--- config.mk ---
export PLATFORM = sky130hd
export DESIGN_NAME = hazard_control_unit
export DESIGN_NICKNAME = d
export VERILOG_FILES = /design/src/rtl/hazard_control_unit_pkg.sv /design/src/rtl/hazard_control_unit_sat_counter.sv /design/src/rtl/hazard_control_unit.sv
export SDC_FILE = /design/constraint.sdc
export NUM_CORES = 1
export LEC_CHECK = 0
export BUFFER_PORTS_ARGS = -buffer_cell sky130_fd_sc_hd__buf_2
export CELL_PAD_IN_SITES_DETAIL_PLACEMENT = 0
export CELL_PAD_IN_SITES_GLOBAL_PLACEMENT = 2
export CORE_MARGIN = 3
export CORE_UTILIZATION = 30
export CTS_BUF_LIST = sky130_fd_sc_hd__clkbuf_16
export DETAILED_ROUTE_END_ITERATION = 10
export PLACE_DENSITY = 0.82
export SYNTH_ARGS = -nofsm -noshare
export SYNTH_HDL_FRONTEND = slang
export SYNTH_SLANG_ARGS = --single-unit
--- constraint.sdc ---
create_clock -name clk -period 2.08 [get_ports clk]
set_input_delay 0 -clock clk [delete_from_list [all_inputs] [get_ports clk]]
set_output_delay 0 -clock clk [all_outputs]
set_load 0.01 [all_outputs]
--- src/rtl/hazard_control_unit_pkg.sv ---
// Shared encodings for the hazard control unit: EXE operand-forwarding selects and FSM states.
package hazard_control_unit_pkg;

    localparam int REG_W = 4;

    localparam logic [1:0] FWD_REG = 2'b00;
    localparam logic [1:0] FWD_MEM = 2'b01;
    localparam logic [1:0] FWD_WB  = 2'b10;

    typedef enum logic {
        RUN      = 1'b0,
        MEM_WAIT = 1'b1
    } state_e;

    // MEM wins over WB because it holds the younger value of the register.
    function automatic logic [1:0] fwd_sel(
        input logic             fwd_en,
        input logic             mem_we,
        input logic [REG_W-1:0] mem_dst,
        input logic             wb_we,
        input logic [REG_W-1:0] wb_dst,
        input logic [REG_W-1:0] src
    );
        logic [1:0] sel;
        sel = FWD_REG;
        if (fwd_en && mem_we && (mem_dst == src)) begin
            sel = FWD_MEM;
        end else if (fwd_en && wb_we && (wb_dst == src)) begin
            sel = FWD_WB;
        end
        return sel;
    endfunction

endpackage

--- src/rtl/hazard_control_unit_sat_counter.sv ---
// Saturating event counter with synchronous clear; clear wins over a same-cycle increment.
module sat_counter #(
    parameter int CW = 16
) (
    input  logic          clk,
    input  logic          rst_n,
    input  logic          inc_i,
    input  logic          clr_i,
    output logic [CW-1:0] count_o
);

    logic [CW-1:0] count_q;
    logic [CW-1:0] count_d;

    always_comb begin
        count_d = count_q;
        if (clr_i) begin
            count_d = '0;
        end else if (inc_i && (count_q != {CW{1'b1}})) begin
            count_d = count_q + 1'b1;
        end
    end

    always_ff @(posedge clk or negedge rst_n) begin
        if (!rst_n) begin
            count_q <= '0;
        end else begin
            count_q <= count_d;
        end
    end

    assign count_o = count_q;

endmodule

--- src/rtl/hazard_control_unit.sv ---
// Pipeline hazard control: bubbles, branch squash, SRAM freeze, operand forwarding and statistics.
//   state    | meaning
//   RUN      | no SRAM access outstanding
//   MEM_WAIT | SRAM access in progress, wait cycles being counted
module hazard_control_unit
    import hazard_control_unit_pkg::*;
#(
    parameter int CW       = 16,
    parameter int MAX_WAIT = 15
) (
    input  logic             clk,
    input  logic             rst,
    input  logic             forwardEn,
    input  logic [REG_W-1:0] idSrc1,
    input  logic [REG_W-1:0] idSrc2,
    input  logic             idTwoSrc,
    input  logic [REG_W-1:0] exeDestination,
    input  logic             exeWriteBackEn,
    input  logic             exeMemRead,
    input  logic [REG_W-1:0] exeSrc1,
    input  logic [REG_W-1:0] exeSrc2,
    input  logic [REG_W-1:0] memDestination,
    input  logic             memWriteBackEn,
    input  logic             memAccess,
    input  logic [REG_W-1:0] wbDestination,
    input  logic             wbWriteBackEn,
    input  logic             branchTaken,
    input  logic             sramReady,
    input  logic             countClr,
    output logic             freezeFront,
    output logic             flushIFID,
    output logic             flushID2EXE,
    output logic             freezeAll,
    output logic [1:0]       sel1,
    output logic [1:0]       sel2,
    output logic             memTimeout,
    output logic [CW-1:0]    stallCount,
    output logic [CW-1:0]    flushCount,
    output logic [CW-1:0]    waitCount
);

    localparam int WW = $clog2(MAX_WAIT + 1) + 1;
    localparam logic [WW-1:0] WAIT_LIMIT = WW'(MAX_WAIT);

    state_e        state_q;
    state_e        state_d;
    logic [WW-1:0] wait_q;
    logic [WW-1:0] wait_d;
    logic          timeout_q;
    logic          timeout_d;

    logic exe_match;
    logic mem_match;
    logic hz;
    logic stall_evt;
    logic flush_evt;

    assign exe_match = exeWriteBackEn &&
                       ((exeDestination == idSrc1) || (idTwoSrc && (exeDestination == idSrc2)));
    assign mem_match = memWriteBackEn &&
                       ((memDestination == idSrc1) || (idTwoSrc && (memDestination == idSrc2)));

    // With forwarding only a load feeding the next instruction cannot be bypassed.
    assign hz = forwardEn ? (exeMemRead && exe_match) : (exe_match || mem_match);

    assign freezeAll = memAccess && !sramReady;

    always_comb begin
        freezeFront = 1'b0;
        flushIFID   = 1'b0;
        flushID2EXE = 1'b0;
        stall_evt   = 1'b0;
        flush_evt   = 1'b0;
        if (freezeAll) begin
            freezeFront = 1'b1;
        end else if (branchTaken) begin
            flushIFID   = 1'b1;
            flushID2EXE = 1'b1;
            flush_evt   = 1'b1;
        end else if (hz) begin
            freezeFront = 1'b1;
            flushID2EXE = 1'b1;
            stall_evt   = 1'b1;
        end
    end

    assign sel1 = fwd_sel(forwardEn, memWriteBackEn, memDestination,
                          wbWriteBackEn, wbDestination, exeSrc1);
    assign sel2 = fwd_sel(forwardEn, memWriteBackEn, memDestination,
                          wbWriteBackEn, wbDestination, exeSrc2);

    always_comb begin
        state_d   = state_q;
        wait_d    = wait_q;
        timeout_d = timeout_q;
        case (state_q)
            RUN: begin
                if (memAccess && !sramReady) begin
                    state_d = MEM_WAIT;
                    wait_d  = '0;
                end
            end
            MEM_WAIT: begin
                if (wait_q != {WW{1'b1}}) begin
                    wait_d = wait_q + 1'b1;
                end
                if (wait_d >= WAIT_LIMIT) begin
                    timeout_d = 1'b1;
                end
                if (sramReady) begin
                    state_d = RUN;
                end
            end
            default: state_d = RUN;
        endcase
    end

    always_ff @(posedge clk or negedge rst) begin
        if (!rst) begin
            state_q   <= RUN;
            wait_q    <= '0;
            timeout_q <= 1'b0;
        end else begin
            state_q   <= state_d;
            wait_q    <= wait_d;
            timeout_q <= timeout_d;
        end
    end

    assign memTimeout = timeout_q;

    sat_counter #(.CW(CW)) u_stall_cnt (
        .clk     (clk),
        .rst_n   (rst),
        .inc_i   (stall_evt),
        .clr_i   (countClr),
        .count_o (stallCount)
    );

    sat_counter #(.CW(CW)) u_flush_cnt (
        .clk     (clk),
        .rst_n   (rst),
        .inc_i   (flush_evt),
        .clr_i   (countClr),
        .count_o (flushCount)
    );

    sat_counter #(.CW(CW)) u_wait_cnt (
        .clk     (clk),
        .rst_n   (rst),
        .inc_i   (freezeAll),
        .clr_i   (countClr),
        .count_o (waitCount)
    );

endmodule

### Word-level counts from Yosys, hierarchy flattened

Index checks and enable logic that the tools add are counted.

| cells by class | value |
|---|---|
| $add $sub $neg | 4 |
| $mul | 0 |
| divide/modulo/power cells | 0 |
| order comparisons | 1 |
| equality and inequality tests | 13 |
| shift operators | 0 |
| multiplexer cells | 26 |
| bitwise logic cells | 1 |
| reduce and logical (&&, ||, !) cells | 23 |

Operator list:

| operator | count |
|---|---|
| 2-to-1 mux 16 bit | 6 |
| adder 16 x 1 -> 16 bit (second input constant) | 3 |
| inequality test 16 bit (second input constant) | 3 |
| == test 4 bit | 8 |
| logical AND 1 bit | 15 |
| 2-to-1 mux 5 bit | 3 |
| 2-to-1 mux 1 bit | 11 |
| case mux 5 bit (2 select lines) | 1 |
| 2-to-1 mux 2 bit | 4 |
| nonzero test 2 bit | 3 |
| adder 5 x 1 -> 5 bit (second input constant) | 1 |
| greater-or-equal comparator 5 x 4 -> 1 bit (second input constant) | 1 |
| inequality test 5 bit (second input constant) | 1 |
| logical OR 1 bit | 3 |
| inequality test 2 x 1 -> 1 bit (second input constant) | 1 |
| case mux 1 bit (2 select lines) | 1 |
| AND reduction 2 bit | 1 |
| logical NOT 1 bit | 1 |
| NOT 1 bit | 1 |

| storage, ports and cells | value |
|---|---|
| register bits after elaboration | 55 |
| bits in latches | 0 |
| RAM bits | 0 |
| ROM bits | 0 |
| bits of input ports | 40 |
| output and inout bits | 57 |
| logic and storage cells | 74 |
| memories kept | 0 |

### Longest topological paths before layout

| logic depth | value |
|---|---|
| depth after elaboration | 12 |
| gate-level depth with buffers | 8 |
| mapped depth without buffers | 7 |

### Hierarchy

A second synthesis with hierarchy kept.

| unflattened totals | value |
|---|---|
| cells, all modules | 387 |
| area total of the unflattened synthesis | 3582.2 µm² |

Modules (own cells, without submodules):

| module | times used | cells each | area an instance (µm²) | sequential area each (µm²) |
|---|---|---|---|---|
| sat_counter | 3 | 98 | 942.2 | 400.4 |
| hazard_control_unit | 1 | 93 | 755.7 | 175.2 |

### Worst setup path after synthesis

No wires, ideal clock.

| timing | value |
|---|---|
| path type | reg-to-reg |
| start | register u_stall_cnt.count_q[3] (netlist: u_stall_cnt.count_o[3]) |
| end | register u_stall_cnt.count_q[12] (netlist: u_stall_cnt.count_o[12]) |
| setup time | 0.125 ns |
| data arrival time | 1.873 ns |
| data required time | 1.955 ns |
| slack | 0.082 ns |
| stages on the path, launching flop included | 7 |
| path buffers | 0 |
| clock period less this slack | 1.998 ns |
| cells stage by stage | dfrtp_1 -> and4_1 -> and2_4 -> nand4_1 -> or4b_1 -> nor3_1 -> mux2_2 |

| between the ends | value |
|---|---|
| word-level cells in the longest chain between the ends | 3 |
| elaborated cells on any way between the ends | 6 |
| classes of those cells | add/sub: 1; eq/ne: 1; mux: 2; reduce/logical: 2 |

Ends and longest elaborated chain:

| element | RTL line | text |
|---|---|---|
| start: declaration | hazard_control_unit_sat_counter.sv:12 | `logic [CW-1:0] count_q;` |
| start signal: assignment | hazard_control_unit_sat_counter.sv:28 | `count_q <= count_d;` |
| adder 16 x 1 -> 16 bit / inequality test 16 bit (equally long branches) | hazard_control_unit_sat_counter.sv:20, hazard_control_unit_sat_counter.sv:19 |  |
| 2-to-1 mux 16 bit / logical AND 1 bit (equally long branches) | hazard_control_unit_sat_counter.sv:19 | `end else if (inc_i && (count_q != {CW{1'b1}})) begin` |
| 2-to-1 mux 16 bit / nonzero test 2 bit (equally long branches) | -- |  |

Parallel ways exist; a longest one is shown, timed or not. The select of a mux whose other input is x is not followed.
A chain may end at the register's enable or synchronous reset.

### Final worst setup path

| timing | value |
|---|---|
| start | register u_stall_cnt.count_q[6] (netlist: u_stall_cnt.count_o[6]) |
| end | register u_stall_cnt.count_q[13] (netlist: u_stall_cnt.count_o[13]) |

Same word-level chain as after synthesis.

==> run summary <==
The flow ran to the end, and the final reports show no timing, DRC or antenna violations. The run gives 1376 sq um as the combined flip-flop and latch cell area. The post-route netlist has 30.90% of its cells at a drive strength greater than 1. The number of hold violations in the final report is 0. Summed over all cells, the static leakage comes to 2.101 nW.

In this run switching power makes up 25.55% of total power. In this run the worst path has a maximum fanout of 4. STA classifies the critical path endpoint as a register. The tree is rooted in a clkbuf_16. IR analysis of the VDD net gives a maximum drop of 321.0 uV. The worst setup path is launched from a register. In this run, the clock network consumes 39.8% of the power. The netlist uses 50 different library cells. The number of antenna diodes in the final layout is 0. The number of cells in the design after placement was 608; the worst slew margin relative to its limit was 66.45%. For the CTS sink count, the log shows 55. Ranked by total cell area, the synthesized netlist is headed by dfrtp_1, xor2_1, xnor2_1.

The type of the setup path with the least slack was register to register. At the pin with the least slew margin, the transition time is 0.5033 ns. The run gives 5 as the number of buffers added by the clock tree synthesis step. The tools report the number of vias after detailed routing as 3038. The run gives 522 as the total number of nets in the final design.

Clock-pin slew was measured on the worst setup and hold paths at 0.07 ns. For the final standard cell count with taps included and fillers excluded, the log shows 619. The depth of the worst hold-timing path was 2.

Of the post-synthesis cell area, the dominant cell type holds 40.52%. The finished cells cover 4414 sq um. In this run the number of H-tree levels came out at 2. The tools report the via count of the first global-routing pass as 2913.

In this run, synthesis inferred 0 flip-flops with an integrated enable. For this run, design rule violations remaining after detail routing come to 0. For the net count after synthesis, the log shows 404.

The first routing iteration left 94 violations. Sequential cells account for 46.5% of the total power. The count of state elements after synthesis was 55. The number of slew-limit violations in the final report is 0, and the mean post-synth cell area is 9.436 sq um. The path class of the tightest hold or removal check is input port to register.

The end of the worst hold path is u_stall_cnt.count_o[11]. Measured along the y axis, the die boundary spans 112.4 um. Entering global routing, the biggest net connects 37 pins. The worst hold path begins at countClr.

TritonCTS built the clock tree. The multi-input combinational cells in the finished layout cover a total of 1956 sq um. The gate count of the mapped netlist was 360; the first-pass GRT wire length was 14290 um. The later pin in the worst-skew pair is clocked with a latency of 0.30 ns. The overall die area was 12640 sq um; the post-detailed-route via-to-cell ratio was 4.908. The cell type contributing the most total cell area after synthesis is dfrtp_1. In this run the standard cell core region covers 10940 sq um. The number of nets with antenna violations after detailed routing was 0. The required arrival time at the worst endpoint was 2.30 ns. Once the floorplan was initialized, standard cells occupied 31.06% of the core.

The floorplan has 38 rows. After routing, the total negative slack on setup checks comes to 0 ns. The pre-antenna-repair detailed-routing pass consisted of 4 iterations. Power spread over the standard cell area amounts to 552.2 nW/um^2. Yosys printed 0 warnings. No sink is reached through more buffers than the 2 on the longest clock path. Count of filler cells inserted in the layout: 1099. The most used flip-flop cell after synthesis is dfrtp_1.

For the number of max-cap violations, the log shows 0. Once placement finished, the instance area stood at 4199 sq um. The worst register-to-register path begins at u_stall_cnt.count_o[6]. After detailed routing, the average wire length per cell comes to 14.01 um. The tools report the global placer's final weighted congestion as 0.7580. In this run the critical register-to-register path is captured at u_stall_cnt.count_o[13]. Global routing finished with a remaining overflow of 0. Global routing used 13.72% of the available tracks. The tools report the maximum clock frequency as 500.4 MHz. Setup violations remaining at the end of the flow were counted as 0.

After layout, the minimum clock period comes to 1.999 ns. The tools report the worst-case register-to-register setup slack as 0.08 ns. Combinational share of power: 13.6%.

Data arrives at the worst endpoint at 2.22 ns. The worst-case clock skew was 0.008342 ns; the number of port buffers was 96. The analysis attributes to net switching a power of 0.0006227 W. Final worst-path cycle share: 96.08%. Sequential cells were found to cover 40.52% of the synthesized design area. The cell depth of the worst flop-to-flop path works out to 6. The run gives 3397 sq um as the post-synthesis cell area. Setup repair after global routing left no endpoint under its margin. Synthesis-to-layout area growth: 29.94%.

The logs give 0 for the initial antenna violation count and 97 for the number of top-level pins. The share of synthesized registers carrying an async set or reset works out to 100.0%. Hold timing on the final database bottoms out at a slack of 0.1857 ns. The die is 112.4 um wide. The library cells used most frequently in the layout, excluding fill and tap cells, are buf_2, dfrtp_1, nor2_1. Leaving out fill and tap cells, the most frequent cell in the layout is buf_2. The tools report the internal portion of total power as 0.001815 W. The total detailed-routing wirelength was 8670 um; the placed wire-length estimate was 6597 um.
synthesized netlist by cell type, drive strengths merged (3+ instances only):
| library cell | number |
|---|---|
| o31ai | 4 |
| and3 | 7 |
| nand4 | 12 |
| a21o | 3 |
| nand2 | 23 |
| buf | 5 |
| nand2b | 4 |
| nor3 | 10 |
| nor2 | 42 |
| a31oi | 3 |
| and4 | 8 |
| inv | 6 |
| dfrtp | 55 |
| xnor2 | 20 |
| nor2b | 10 |
| nand3 | 19 |
| o21ai | 14 |
| a21oi | 13 |
| or3 | 8 |
| xor2 | 36 |
| ha | 4 |
| or4 | 6 |
| nor4 | 11 |
| clkbuf | 7 |
| mux2 | 10 |
| mux2i | 3 |
| and2 | 3 |
kinds of logic after synthesis:
| kind of cell | share of synthesized area, % |
|---|---|
| adders and majority gates | 1.473 |
| DFF | 40.52 |
| xor gates and xnor gates | 14.44 |
| and+or+nand+nor | 27.99 |
| buffers and inverters | 2.394 |
| muxes | 4.199 |
| AOI/OAI and AO/OA | 8.987 |
flip-flops by register name, summed over array words and instances, names as in the netlist:
register and cells:
u_flush_cnt.count_o 16, u_stall_cnt.count_o 16, u_wait_cnt.count_o 16, wait_q 5, memTimeout 1, state_q 1
worst max-delay path by stage:
stage	from	endpoint	slack (ns)	cells past startpoint
2_1_floorplan	u_stall_cnt.count_o[3]	u_stall_cnt.count_o[12]	0.08	6
3_3_place_gp	u_stall_cnt.count_o[6]	u_stall_cnt.count_o[12]	0.08	6
3_5_place_dp	u_stall_cnt.count_o[6]	u_stall_cnt.count_o[12]	0.04	6
4_1_cts	u_stall_cnt.count_o[6]	u_stall_cnt.count_o[12]	0.03	6
5_1_grt	u_stall_cnt.count_o[6]	u_stall_cnt.count_o[12]	0.002	6
6_report	u_stall_cnt.count_o[6]	u_stall_cnt.count_o[13]	0.08	6
power groups by stage:
stage	clock [W]	sequential [W]	combinational, W
finish	0.000971	0.00113	0.000333
global route	0.00105	0.00114	0.000378
floorplan	0	0.00116	0.000177
CTS	0.00101	0.00113	0.000339
global placement	0	0.00115	0.000330
detailed placement	0	0.00116	0.000334
through the flow:
stage                     power, W  setup slack [ns]  util (%)
after floorplan           0.001333           0.08210         -
after CTS                 0.002484           0.02667     40.22
after detailed placement  0.001490           0.04013     38.40
after global routing      0.002571          0.001812     40.37
after global placement    0.001484           0.07739     38.40
final                     0.002438           0.08146     40.37
area by class of cell:
cell class                 instances  share of cell area [%]
inverter                           6                  0.5102
tap                              140                   3.968
clock buffer                       5                   2.834
multi-input combinational        287                   44.30
sequential                        55                   31.18
clock inverter                     3                  0.9921
timing repair buffer             123                   16.21
layer usage:
metal	GRT usage, %	wire (um)	vias up
met1	18.13	4076	1446
met3	3.235	443	5
met4	3.606	72	0
li1	-	-	1522
met5	0	0	-
met2	22.69	4077	65
repair_timing:
action	CTS	global route
buffers inserted	0	0
hold buffers	3	0
setup endpoints to repair	0	6
resized for setup	0	6
endpoints found under the hold margin	20	0
worst max-delay path, stage by stage (launching register included):
cell     delay [ns]
dfrtp_1        0.39
and4_4         0.23
and2_4         0.16
nand4_1        0.13
or4_4          0.45
or4_1          0.41
a21oi_1        0.16
Note: power is estimated with default switching activity, not from simulation.
